$ cat src/rtl/fetch_prefetch_unit_pkg.sv
// Shared definitions for the instruction-fetch front end: FSM encoding
// and default PC sequencing constants.
package fetch_prefetch_unit_pkg;

    typedef enum logic [1:0] {
        IDLE  = 2'd0,
        REQ   = 2'd1,
        DRAIN = 2'd2
    } fetch_state_t;

    localparam int unsigned FETCH_RESET_PC = 0;
    localparam int unsigned FETCH_PC_STEP  = 4;

endpackage

$ cat src/rtl/fetch_prefetch_unit_fifo.sv
// Synchronous prefetch queue holding {pc, instr} pairs; clear wins over
// push/pop and the head reads as zero while the queue is empty.
module fetch_prefetch_unit_fifo #(
    parameter int WIDTH = 64,
    parameter int DEPTH = 4
) (
    input  logic                     clk,
    input  logic                     rst,
    input  logic                     push,
    input  logic                     pop,
    input  logic                     clear,
    input  logic [WIDTH-1:0]         din,
    output logic [WIDTH-1:0]         head,
    output logic [$clog2(DEPTH):0]   level
);
    localparam int AW = $clog2(DEPTH);
    localparam int LW = $clog2(DEPTH) + 1;

    logic [WIDTH-1:0] mem [DEPTH];
    logic [AW-1:0]    wr_ptr;
    logic [AW-1:0]    rd_ptr;

    always_ff @(posedge clk) begin
        if (rst || clear) begin
            wr_ptr <= '0;
            rd_ptr <= '0;
            level  <= '0;
        end else begin
            if (push) wr_ptr <= wr_ptr + AW'(1);
            if (pop)  rd_ptr <= rd_ptr + AW'(1);
            case ({push, pop})
                2'b10:   level <= level + LW'(1);
                2'b01:   level <= level - LW'(1);
                default: level <= level;
            endcase
        end
    end

    // Storage needs no reset: pointers and level decide what is visible.
    always_ff @(posedge clk) begin
        if (push && !clear && !rst) mem[wr_ptr] <= din;
    end

    assign head = (level != '0) ? mem[rd_ptr] : '0;

endmodule

$ cat src/rtl/fetch_prefetch_unit.sv
// Instruction-fetch front end: sequential PC generation, single-outstanding
// memory reads, redirect with flush, and a prefetch queue toward decode.
module fetch_prefetch_unit
    import fetch_prefetch_unit_pkg::*;
#(
    parameter int          PC_WIDTH = 32,
    parameter int          IWIDTH   = 32,
    parameter int          DEPTH    = 4,
    parameter int unsigned RESET_PC = FETCH_RESET_PC,
    parameter int unsigned PC_STEP  = FETCH_PC_STEP
) (
    input  logic                      f_clk,
    input  logic                      f_rst,
    input  logic                      f_i_ce,
    input  logic                      f_i_redirect,
    input  logic [PC_WIDTH-1:0]       f_i_target,
    output logic                      f_o_req,
    output logic [PC_WIDTH-1:0]       f_o_addr,
    input  logic                      f_i_ack,
    input  logic [IWIDTH-1:0]         f_i_instr,
    output logic                      f_o_valid,
    output logic [IWIDTH-1:0]         f_o_instr,
    output logic [PC_WIDTH-1:0]       f_o_pc,
    input  logic                      f_i_ready,
    output logic [$clog2(DEPTH):0]    f_o_level
);
    localparam int LW = $clog2(DEPTH) + 1;
    localparam logic [PC_WIDTH-1:0] RST_PC = PC_WIDTH'(RESET_PC);
    localparam logic [PC_WIDTH-1:0] STEP   = PC_WIDTH'(PC_STEP);

    fetch_state_t          state;
    logic [PC_WIDTH-1:0]   next_pc;
    logic [PC_WIDTH-1:0]   pc_inc;
    logic [PC_WIDTH-1:0]   target_al;
    logic                  push;
    logic                  pop;
    logic [LW:0]           level_next;
    logic                  room;
    logic [PC_WIDTH+IWIDTH-1:0] head;

    assign target_al  = f_i_target & ~PC_WIDTH'(3);
    assign pc_inc     = next_pc + STEP;
    assign push       = (state == REQ) && f_i_ack;
    assign pop        = f_o_valid && f_i_ready;

    // A new request is only issued when a slot is guaranteed after this edge,
    // so the queue can never overflow.
    assign level_next = (LW+1)'(f_o_level) + (LW+1)'(push) - (LW+1)'(pop);
    assign room       = level_next < (LW+1)'(DEPTH);

    always_ff @(posedge f_clk) begin
        if (f_rst) begin
            state    <= IDLE;
            f_o_req  <= 1'b0;
            f_o_addr <= RST_PC;
            next_pc  <= RST_PC;
        end else if (f_i_redirect) begin
            next_pc <= target_al;
            // The in-flight read must still be retired; its data is dropped.
            if ((state == REQ || state == DRAIN) && !f_i_ack) begin
                state <= DRAIN;
            end else begin
                state   <= IDLE;
                f_o_req <= 1'b0;
            end
        end else begin
            case (state)
                IDLE: begin
                    if (f_i_ce && room) begin
                        state    <= REQ;
                        f_o_req  <= 1'b1;
                        f_o_addr <= next_pc;
                    end
                end
                REQ: begin
                    if (f_i_ack) begin
                        next_pc <= pc_inc;
                        if (f_i_ce && room) begin
                            f_o_addr <= pc_inc;
                        end else begin
                            state   <= IDLE;
                            f_o_req <= 1'b0;
                        end
                    end
                end
                DRAIN: begin
                    if (f_i_ack) begin
                        state   <= IDLE;
                        f_o_req <= 1'b0;
                    end
                end
                default: begin
                    state   <= IDLE;
                    f_o_req <= 1'b0;
                end
            endcase
        end
    end

    fetch_prefetch_unit_fifo #(
        .WIDTH (PC_WIDTH + IWIDTH),
        .DEPTH (DEPTH)
    ) u_fifo (
        .clk   (f_clk),
        .rst   (f_rst),
        .push  (push),
        .pop   (pop),
        .clear (f_i_redirect),
        .din   ({f_o_addr, f_i_instr}),
        .head  (head),
        .level (f_o_level)
    );

    assign f_o_valid = (f_o_level != '0);
    assign f_o_pc    = head[PC_WIDTH+IWIDTH-1:IWIDTH];
    assign f_o_instr = head[IWIDTH-1:0];

endmodule

$ cat config.mk
export PLATFORM = sky130hd
export DESIGN_NAME = fetch_prefetch_unit
export DESIGN_NICKNAME = d
export VERILOG_FILES = /design/src/rtl/fetch_prefetch_unit_pkg.sv /design/src/rtl/fetch_prefetch_unit_fifo.sv /design/src/rtl/fetch_prefetch_unit.sv
export SDC_FILE = /design/constraint.sdc
export NUM_CORES = 1
export LEC_CHECK = 0
export BUFFER_PORTS_ARGS = -buffer_cell sky130_fd_sc_hd__buf_4
export CORE_ASPECT_RATIO = 0.75
export CORE_MARGIN = 5
export CORE_UTILIZATION = 50
export DETAILED_ROUTE_END_ITERATION = 10
export PLACE_DENSITY = 0.78
export SLEW_MARGIN = 20
export SYNTH_ARGS = -nofsm -noshare
export SYNTH_HDL_FRONTEND = slang
export SYNTH_SLANG_ARGS = --single-unit
export TNS_END_PERCENT = 5
$ cat constraint.sdc
create_clock -name f_clk -period 8.65 [get_ports f_clk]
set_input_delay 1.2975 -clock f_clk [delete_from_list [all_inputs] [get_ports f_clk]]
set_output_delay 1.2975 -clock f_clk [all_outputs]
set_load 0.02 [all_outputs]
==> qor.yml, run 1 <==
coreArea_mm2: 0.0262
ys_seq_elements: 320
min_path_type: "reg -> reg"
dieWidth_um: 199
worstReg2RegEnd: "f_o_addr[25]$_SDFFE_PP0P_"
vias: 7745
cts_root_buf: "clkbuf_16"
timing.critical_path.fanout_max: 38
firstDrtPassIters: 4
antenna_found_initial: 1
dp_hpwl_mm: 17.2
diodes: 0
final_common_cell: "edfxtp_1"
routed_wl_mm: 28.3
required_ns: 7.35
post-place-ws_ns: 4.75
synth_ff_type: "edfxtp_1"
clkTransAtPathRegs_ns: 0.06
worstHoldStart: "u_fifo.wr_ptr[1]$_SDFFE_PP0N_"
rsz0062_at_grt: "false"
vias_per_cell: 5.58
syn_inst: 882
synth_edf_count: 248
r2r_cells: 11
ant_nets: 0
cts_setup_buffers: 0
power.switching_mw: 0.667
sw_frac_of_total_pct: 20.7
tightest_slew_ns: 1.04
fin_tns_setup_ns: 0
status: "complete, no violations"
synthDistinctLibCells: 53
path_class: "reg -> out"
cts_hold_buf: 0
die_h_um: 152
cts_sinks: 320
final-setup-viol-count: 0
leakagePower_nw: 5.38
cp.arrival_ns: 2.98
die_area_mm2: 0.0301
pwr-share-comb_pct: 4.9
routedWlPerCell_um: 20.4
grt-ovfl-total: 0
skew_ns: 0.0144
peakVddDrop_uv: 147
hold_end: "u_fifo.wr_ptr[1]$_SDFFE_PP0N_"
ys_seq_area_share_pct: 66.5
drc_errors: 0
power_density_mw_per_mm2: 203
p_seq_share_pct: 53.2
grt_max_degree: 65
worst_slack_ns: 4.37
cts_resized: 0
r2r-start: "u_fifo.level[2]$_SDFFE_PP0P_"
finalNetCount: 1104
critPathCaptureType: "output pin"
final_max_slew_viol_count: 0
rrSetupSlack_ns: 4.90
grt_pass1_wl_mm: 43.9
clock_path_buffers: 3
fin_crit_ns: 4.28
timing_hold_violations_final: 0
yosysWarnings: 0
drive_above_1_share_pct: 28.8
async_flop_share_pct: 0
start_util_pct: 51.1
syn_area_mm2: 0.0134
place_congestion: 0.824
clk_latency_ns: 0.55
min_path_cells: 2
syn_to_final_growth_pct: 18.5
crit_path_start_kind: "flip-flop"
rows: 51
drt-initial-drc-count: 435
final_cell_mix: "248 x edfxtp_1, 166 x buf_4, 70 x dfxtp_1, 66 x and2_1, 62 x mux4_2"
fmax_mhz: 234
p_int_mw: 2.55
cts_tree: "built"
relSlewSlack_pct: 30.5
io_buffer_count: 164
drv_cap: 0
cts_made_buffers: 30
io_pins: 171
grt_usage_pct: 18.6
grt_pass1_vias: 7916
synth.avg_cell_area_um2: 15.1
htree_levels: 1
timing.final.crit_share_pct: 49.4
clockPowerShare_pct: 42.0
worst max-delay path by stage:
stage,startpoint,endpoint,slack (ns),cells past startpoint
6_report,flip-flop,f_o_pc[20],4.37,4
5_1_grt,flip-flop,f_o_pc[20],4.08,4
4_1_cts,flip-flop,f_o_pc[19],4.25,4
3_5_place_dp,f_i_ready,f_o_addr[6]$_SDFFE_PP0P_,4.75,10
3_3_place_gp,f_i_ready,f_o_addr[6]$_SDFFE_PP0P_,4.83,10
2_1_floorplan,f_i_redirect,u_fifo.mem[0][0]$_DFFE_PP_,4.86,4
worst max-delay path, stage by stage, from the launching register on:
cell and delay (ns):
dfxtp_4 0.72, buf_4 0.70, mux4_2 0.58, and2_1 0.20, buf_4 0.17
routing by layer:
layer | vias to the layer above | part of all wire (%) | routed length (µm) | global-route usage (%)
met2 | 235 | 48 | 13500 | 30.1
met4 | 2 | 1.7 | 482 | 3.52
li1 | 3627 | - | - | -
met5 | - | 0.049 | 14 | 0
met3 | 39 | 7.3 | 2070 | 3.87
met1 | 3842 | 43 | 12300 | 26.7
cell type report:
| type | count | area (µm²) |
|---|---|---|
| clock buffer | 39 | 845 |
| clock inverter | 17 | 190 |
| fill | 1980 | 10300 |
| inverter | 20 | 75.1 |
| multi-input combinational | 483 | 4150 |
| sequential | 320 | 8900 |
| tap | 344 | 430 |
| timing repair buffer | 166 | 1250 |
kinds of logic (layout without fill, tap and decap cells):
group,count (synthesis),after routing,share of synthesized area (%)
XOR/XNOR,51,51,3.34
flip-flops,320,320,66.5
multiplexers,69,69,11.0
AND/OR/NAND/NOR,251,251,10.4
AO/OA/AOI/OAI,95,95,4.84
adder cells (fa/ha/maj),13,13,1.27
other,1,4,0.0281
buffers and inverters,82,242,2.63
power by group through the flow:
stage               clock network (mW)  logic [mW]  registers, mW
detailed placement                   0       0.157           1.75
finish                            1.35       0.156           1.71
global route                      1.46       0.172           1.72
CTS                               1.38       0.158           1.71
global placement                     0       0.153           1.75
floorplan                            0      0.0790           1.75
synthesized netlist by cell type, types with 2 or more instances:
cell type / n / area, µm²
o211a_1: 2 / 20.0
nand2b_1: 2 / 12.5
inv_2: 2 / 7.51
ha_1: 12 / 150
nor2_1: 61 / 229
nor3_2: 7 / 70.1
nand2_1: 25 / 93.8
or3_1: 8 / 50.1
inv_1: 18 / 67.6
a211oi_2: 2 / 25.0
nor4_2: 3 / 37.5
o41ai_1: 2 / 17.5
edfxtp_1: 248 / 7450
nor4_1: 5 / 31.3
mux2i_1: 7 / 70.1
nor2b_1: 5 / 31.3
a211oi_1: 27 / 203
and2_1: 66 / 413
o21ai_0: 19 / 95.1
xor2_1: 13 / 114
dfxtp_1: 72 / 1440
and4_1: 2 / 17.5
nand3_1: 21 / 105
clkbuf_1: 44 / 165
a21oi_1: 27 / 135
mux4_2: 62 / 1400
o2111a_1: 4 / 45.0
nand4_1: 9 / 56.3
buf_4: 6 / 45.0
nor3_1: 18 / 90.1
or4_1: 3 / 22.5
buf_2: 11 / 55.1
xnor2_1: 38 / 333
a311oi_1: 3 / 26.3
and3_1: 10 / 62.6
flip-flops by register name, indices dropped and copies added, names as in the netlist, named ones only:
| name | cells |
|---|---|
| u_fifo.mem | 248 |
| u_fifo.wr_ptr | 2 |
| u_fifo.level | 3 |
| f_o_req | 1 |
| state | 2 |
| u_fifo.rd_ptr | 2 |
| f_o_addr | 30 |
| next_pc | 30 |
per-stage QoR:
step | std cells | instance area (µm²) | power [mW] | util [%] | hold slack (ns)
after floorplan | 885 | 13400 | 1.83 | - | 0.467
after global placement | 1333 | 14800 | 1.90 | 56.6 | 0.483
after detailed placement | 1333 | 14800 | 1.90 | 56.6 | 0.489
after CTS | 1389 | 15800 | 3.25 | 60.5 | 0.500
after global routing | 1389 | 15800 | 3.35 | 60.5 | 0.532
final | 1389 | 15800 | 3.22 | 60.5 | 0.500
(Power assumes the default switching activity.)
==> run 2: changes to the inputs <==
--- a/config.mk
+++ b/config.mk
@@ -10,7 +10,7 @@
 export CORE_MARGIN = 5
 export CORE_UTILIZATION = 50
 export DETAILED_ROUTE_END_ITERATION = 10
-export PLACE_DENSITY = 0.78
+export PLACE_DENSITY = 0.81
 export SLEW_MARGIN = 20
 export SYNTH_ARGS = -nofsm -noshare
 export SYNTH_HDL_FRONTEND = slang
==> constraint.sdc (replaced) <==
create_clock -name f_clk -period 3.9 [get_ports f_clk]
set_input_delay 0.585 -clock f_clk [delete_from_list [all_inputs] [get_ports f_clk]]
set_output_delay 0.585 -clock f_clk [all_outputs]
set_load 0.02 [all_outputs]
==> qor.yml, run 2 (synthesized netlist as in run 1, its figures left out) <==
status: "complete, no violations"
coreArea_mm2: 0.0262
htree_levels: 1
final_max_slew_viol_count: 0
vias: 7822
cts_tree: "built"
rsz0062_at_grt: "false"
timing_hold_violations_final: 0
tightest_slew_ns: 0.972
required_ns: 3.31
diodes: 0
final_cell_mix: "248 x edfxtp_1, 167 x buf_4, 70 x dfxtp_1, 66 x and2_1, 62 x mux4_2"
cts_sinks: 320
dp_hpwl_mm: 18.1
final_common_cell: "edfxtp_1"
fin_cells: 1394
skew_ns: 0.0153
place_congestion: 0.814
min_path_type: "in -> reg"
cts_hold_buf: 0
timing.critical_path.fanout_max: 39
routed_wl_mm: 29.0
die_area_mm2: 0.0301
fin_crit_ns: 3.16
io_pins: 171
peakVddDrop_uv: 360
p_int_mw: 5.66
path_class: "reg -> out"
timing.final.crit_share_pct: 81.1
cts_made_buffers: 30
relSlewSlack_pct: 35.2
drive_above_1_share_pct: 29.5
clkTransAtPathRegs_ns: 0.06
fin_tns_setup_ns: 0
r2r-start: "u_fifo.level[2]$_SDFFE_PP0P_"
vias_per_cell: 5.61
cp.arrival_ns: 2.58
cts_root_buf: "clkbuf_16"
top_regs: "u_fifo.mem: 248 flops, f_o_addr: 30 flops, next_pc: 30 flops"
dieWidth_um: 199
routedWlPerCell_um: 20.8
grt_max_degree: 64
drt-initial-drc-count: 525
grt-ovfl-total: 0
largest_reg_flops: 248
largest-register: "u_fifo.mem"
grt_usage_pct: 19.4
firstDrtPassIters: 5
critPathCaptureType: "output pin"
p_seq_share_pct: 53.1
die_h_um: 152
cts_resized: 0
finalNetCount: 1111
clk_latency_ns: 0.55
final-setup-viol-count: 0
ant_nets: 0
syn_to_final_growth_pct: 19.4
power.switching_mw: 1.50
fmax_mhz: 316
rows: 51
placedCellCount: 1340
drc_errors: 0
sw_frac_of_total_pct: 20.9
power_mw: 7.16
crit_path_start_kind: "flip-flop"
antenna_found_initial: 0
drv_cap: 0
leakagePower_nw: 5.43
grt_pass1_wl_mm: 45.4
grt_pass1_vias: 7998
power_density_mw_per_mm2: 449
worstHoldStart: "f_i_instr[31]"
io_buffer_count: 164
clock_path_buffers: 3
finish.utilization_pct: 61.0
start_util_pct: 51.1
pwr-share-comb_pct: 4.9
cts_setup_buffers: 0
clockPowerShare_pct: 42.0
## run 2: per-stage QoR
step	instance area, µm²	hold slack [ns]	setup WS, ns
after detailed placement	14900	0.488	0.842
after global placement	14900	0.484	0.925
after CTS	16000	0.201	0.650
after global routing	16000	0.209	0.482
final	16000	0.231	0.736
after floorplan	13400	0.467	0.820
## run 2: critical path, stage by stage (launching register included)
cell     delay (ns)
dfxtp_4        0.68
buf_12         0.36
mux4_2         0.56
and2_1         0.19
buf_4          0.16
## run 2: layout make-up
cell class,instances,area [µm²]
fillers,1978,10200
flip-flops and latches,320,8900
multi-input cells,483,4150
repair buffers,173,1370
clock buffers,35,790
well taps,344,430
clock inverters,19,239
inverters,20,75.1
## run 2: power by group through the flow
stage	logic, mW	registers [mW]	clock network [mW]
after global routing	0.390	3.81	3.23
after global placement	0.347	3.87	0
after CTS	0.357	3.80	3.08
final	0.353	3.80	3.01
after floorplan	0.175	3.88	0
after detailed placement	0.355	3.87	0
## run 2: worst paths after layout
check / slack, ns / end / cells after the start
hold / removal: 0.23 / u_fifo.mem[0][31]$_DFFE_PP_ / 1
hold reg to reg: 0.50 / u_fifo.wr_ptr[1]$_SDFFE_PP0N_ / 2
setup / recovery: 0.74 / f_o_pc[7] / 4
setup reg to reg: 0.79 / f_o_addr[6]$_SDFFE_PP0P_ / 11
## run 2: per-layer routing
metal  global-route usage [%]  vias to the layer above  share of wire, %
met2                     31.4                      251                47
met1                     28.0                     3904                44
met3                     3.91                       33               7.4
met5                        0                        -                 0
li1                         -                     3634                 -
met4                     3.21                        0               1.6
==> run 3: changes to the inputs <==
==> constraint.sdc (replaced) <==
create_clock -name f_clk -period 2.9 [get_ports f_clk]
set_input_delay 0.435 -clock f_clk [delete_from_list [all_inputs] [get_ports f_clk]]
set_output_delay 0.435 -clock f_clk [all_outputs]
set_load 0.02 [all_outputs]
==> qor.yml, run 3 (synthesized netlist as in run 1, its figures left out) <==
status: "complete, no violations"
clock_path_buffers: 3
worstHoldStart: "f_i_instr[10]"
die_area_mm2: 0.0301
leakagePower_nw: 5.46
min_path_cells: 1
cts_setup_buffers: 0
fmax_mhz: 370
hold_end: "u_fifo.mem[3][10]$_DFFE_PP_"
required_ns: 2.47
drc_errors: 0
timing_hold_violations_final: 0
io_buffer_count: 164
fin_crit_ns: 2.70
cts_hold_buf: 0
drive_above_1_share_pct: 30.1
dpl-instance-area_mm2: 0.0150
top_regs: "u_fifo.mem: 248 flops, f_o_addr: 30 flops, next_pc: 30 flops"
io_pins: 171
crit_chain: "buf_12 > mux4_2 > and2_1 > buf_4"
grt_max_degree: 64
power_density_mw_per_mm2: 593
die_h_um: 152
diodes: 0
start_util_pct: 51.1
crit_buf_inv: 2
tightest_slew_ns: 0.692
worstReg2RegEnd: "f_o_addr[6]$_SDFFE_PP0P_"
coreArea_mm2: 0.0262
skew_ns: 0.0163
antenna_found_initial: 0
cts_root_buf: "clkbuf_16"
rsz0062_at_grt: "false"
final_common_cell: "edfxtp_1"
final_max_slew_viol_count: 0
clkTransAtPathRegs_ns: 0.07
power_mw: 9.51
fin_tns_setup_ns: 0
rows: 51
syn_to_final_growth_pct: 19.9
largest-register: "u_fifo.mem"
max_stage_delay_ns: 0.70
rrSetupSlack_ns: 0.20
drt-initial-drc-count: 628
r2r_cells: 11
holdWs_ns: 0.0866
vias_per_cell: 5.59
crit_slowest_cell: "dfxtp_4"
finalNetCount: 1121
peakVddDrop_uv: 460
timing.final.crit_share_pct: 93.3
clk_latency_ns: 0.55
vias: 7849
final_cell_mix: "248 x edfxtp_1, 175 x buf_4, 70 x dfxtp_1, 66 x and2_1, 62 x mux4_2"
drv_cap: 0
timing.critical_path.fanout_max: 32
r2r-start: "u_fifo.level[1]$_SDFFE_PP0P_"
largest_reg_flops: 248
critPathTopFamily: "flip-flops"
min_path_type: "in -> reg"
dp_hpwl_mm: 17.9
cp.arrival_ns: 2.27
fin_area_mm2: 0.0160
ant_nets: 0
place_congestion: 0.816
grt-ovfl-total: 0
routedWlPerCell_um: 20.2
grt_pass1_wl_mm: 44.8
crit_path_start_kind: "flip-flop"
critPathCaptureType: "output pin"
htree_levels: 1
cts_sinks: 320
routed_wl_mm: 28.4
grt_pass1_vias: 7952
firstDrtPassIters: 5
path_class: "reg -> out"
dieWidth_um: 199
final-setup-viol-count: 0
cts_made_buffers: 30
relSlewSlack_pct: 53.8
cts_tree: "built"
grt_usage_pct: 19.0
==> run 3: changes by cell type in the layout (fill, tap and decap cells not counted), sizes merged <==
cell      previous run  this run
buf                173       183
clkinvlp             2         5
bufinv               5         4
clkbuf              35        34
clkinv              11        12
inv                 21        20
==> run 3: area by class of cell <==
class / instances / area [µm²]
Timing Repair Buffer: 183 / 1470
Clock inverter: 21 / 223
Sequential cell: 320 / 8900
Clock buffer: 34 / 766
Fill cell: 1948 / 10100
Multi-Input combinational cell: 483 / 4160
Tap cell: 344 / 430
Inverter: 20 / 75.1
==> run 3: stage by stage <==
step,instances,setup slack [ns],utilization (%)
finish,1405,0.196,61.2
global route,1405,0.0205,61.2
CTS,1405,0.140,61.2
detailed placement,1350,0.233,57.4
global placement,1350,0.300,57.4
floorplan,885,-0.107,-
==> run 3: worst reg2reg max path: stages, from the launching register on <==
cell	delay (ns)
dfxtp_1	0.31
or3_2	0.48
and2_1	0.23
ha_1	0.19
inv_1	0.05
ha_1	0.21
nand4b_1	0.13
o211a_1	0.21
o2111a_2	0.22
buf_12	0.24
nor2_1	0.08
a311oi_1	0.25
==> run 3: power by group <==
part	switching (mW)	internal, mW
Clock	1.66	2.26
Combinational	0.266	0.215
Sequential	0.100	5.01
Total	2.03	7.48
==> run 3: what timing repair did <==
action | in CTS | in global routing
endpoints found under the hold margin | 0 | 0
gates resized for setup | 0 | 1
endpoints found under the setup margin | 0 | 6
==> run 3: layer usage <==
layer,track usage (%),vias to the layer above,wire [µm]
met5,0,-,0
met4,3.14,0,319
met3,3.36,26,2150
met2,30.8,256,13500
met1,27.9,3910,12400
li1,-,3657,-
==> run 3: how the worst max path moves through the flow <==
stage | end | depth (start not counted) | slack [ns] | from
floorplan | u_fifo.mem[1][0]$_DFFE_PP_ | 5 | -0.11 | state[1]$_SDFFE_PP0P_
global placement | f_o_addr[6]$_SDFFE_PP0P_ | 9 | 0.30 | u_fifo.level[1]$_SDFFE_PP0P_
detailed placement | f_o_addr[6]$_SDFFE_PP0P_ | 11 | 0.23 | u_fifo.level[1]$_SDFFE_PP0P_
CTS | f_o_instr[10] | 4 | 0.14 | flip-flop
global route | f_o_addr[19]$_SDFFE_PP0P_ | 11 | 0.02 | u_fifo.level[1]$_SDFFE_PP0P_
finish | f_o_instr[10] | 4 | 0.20 | flip-flop
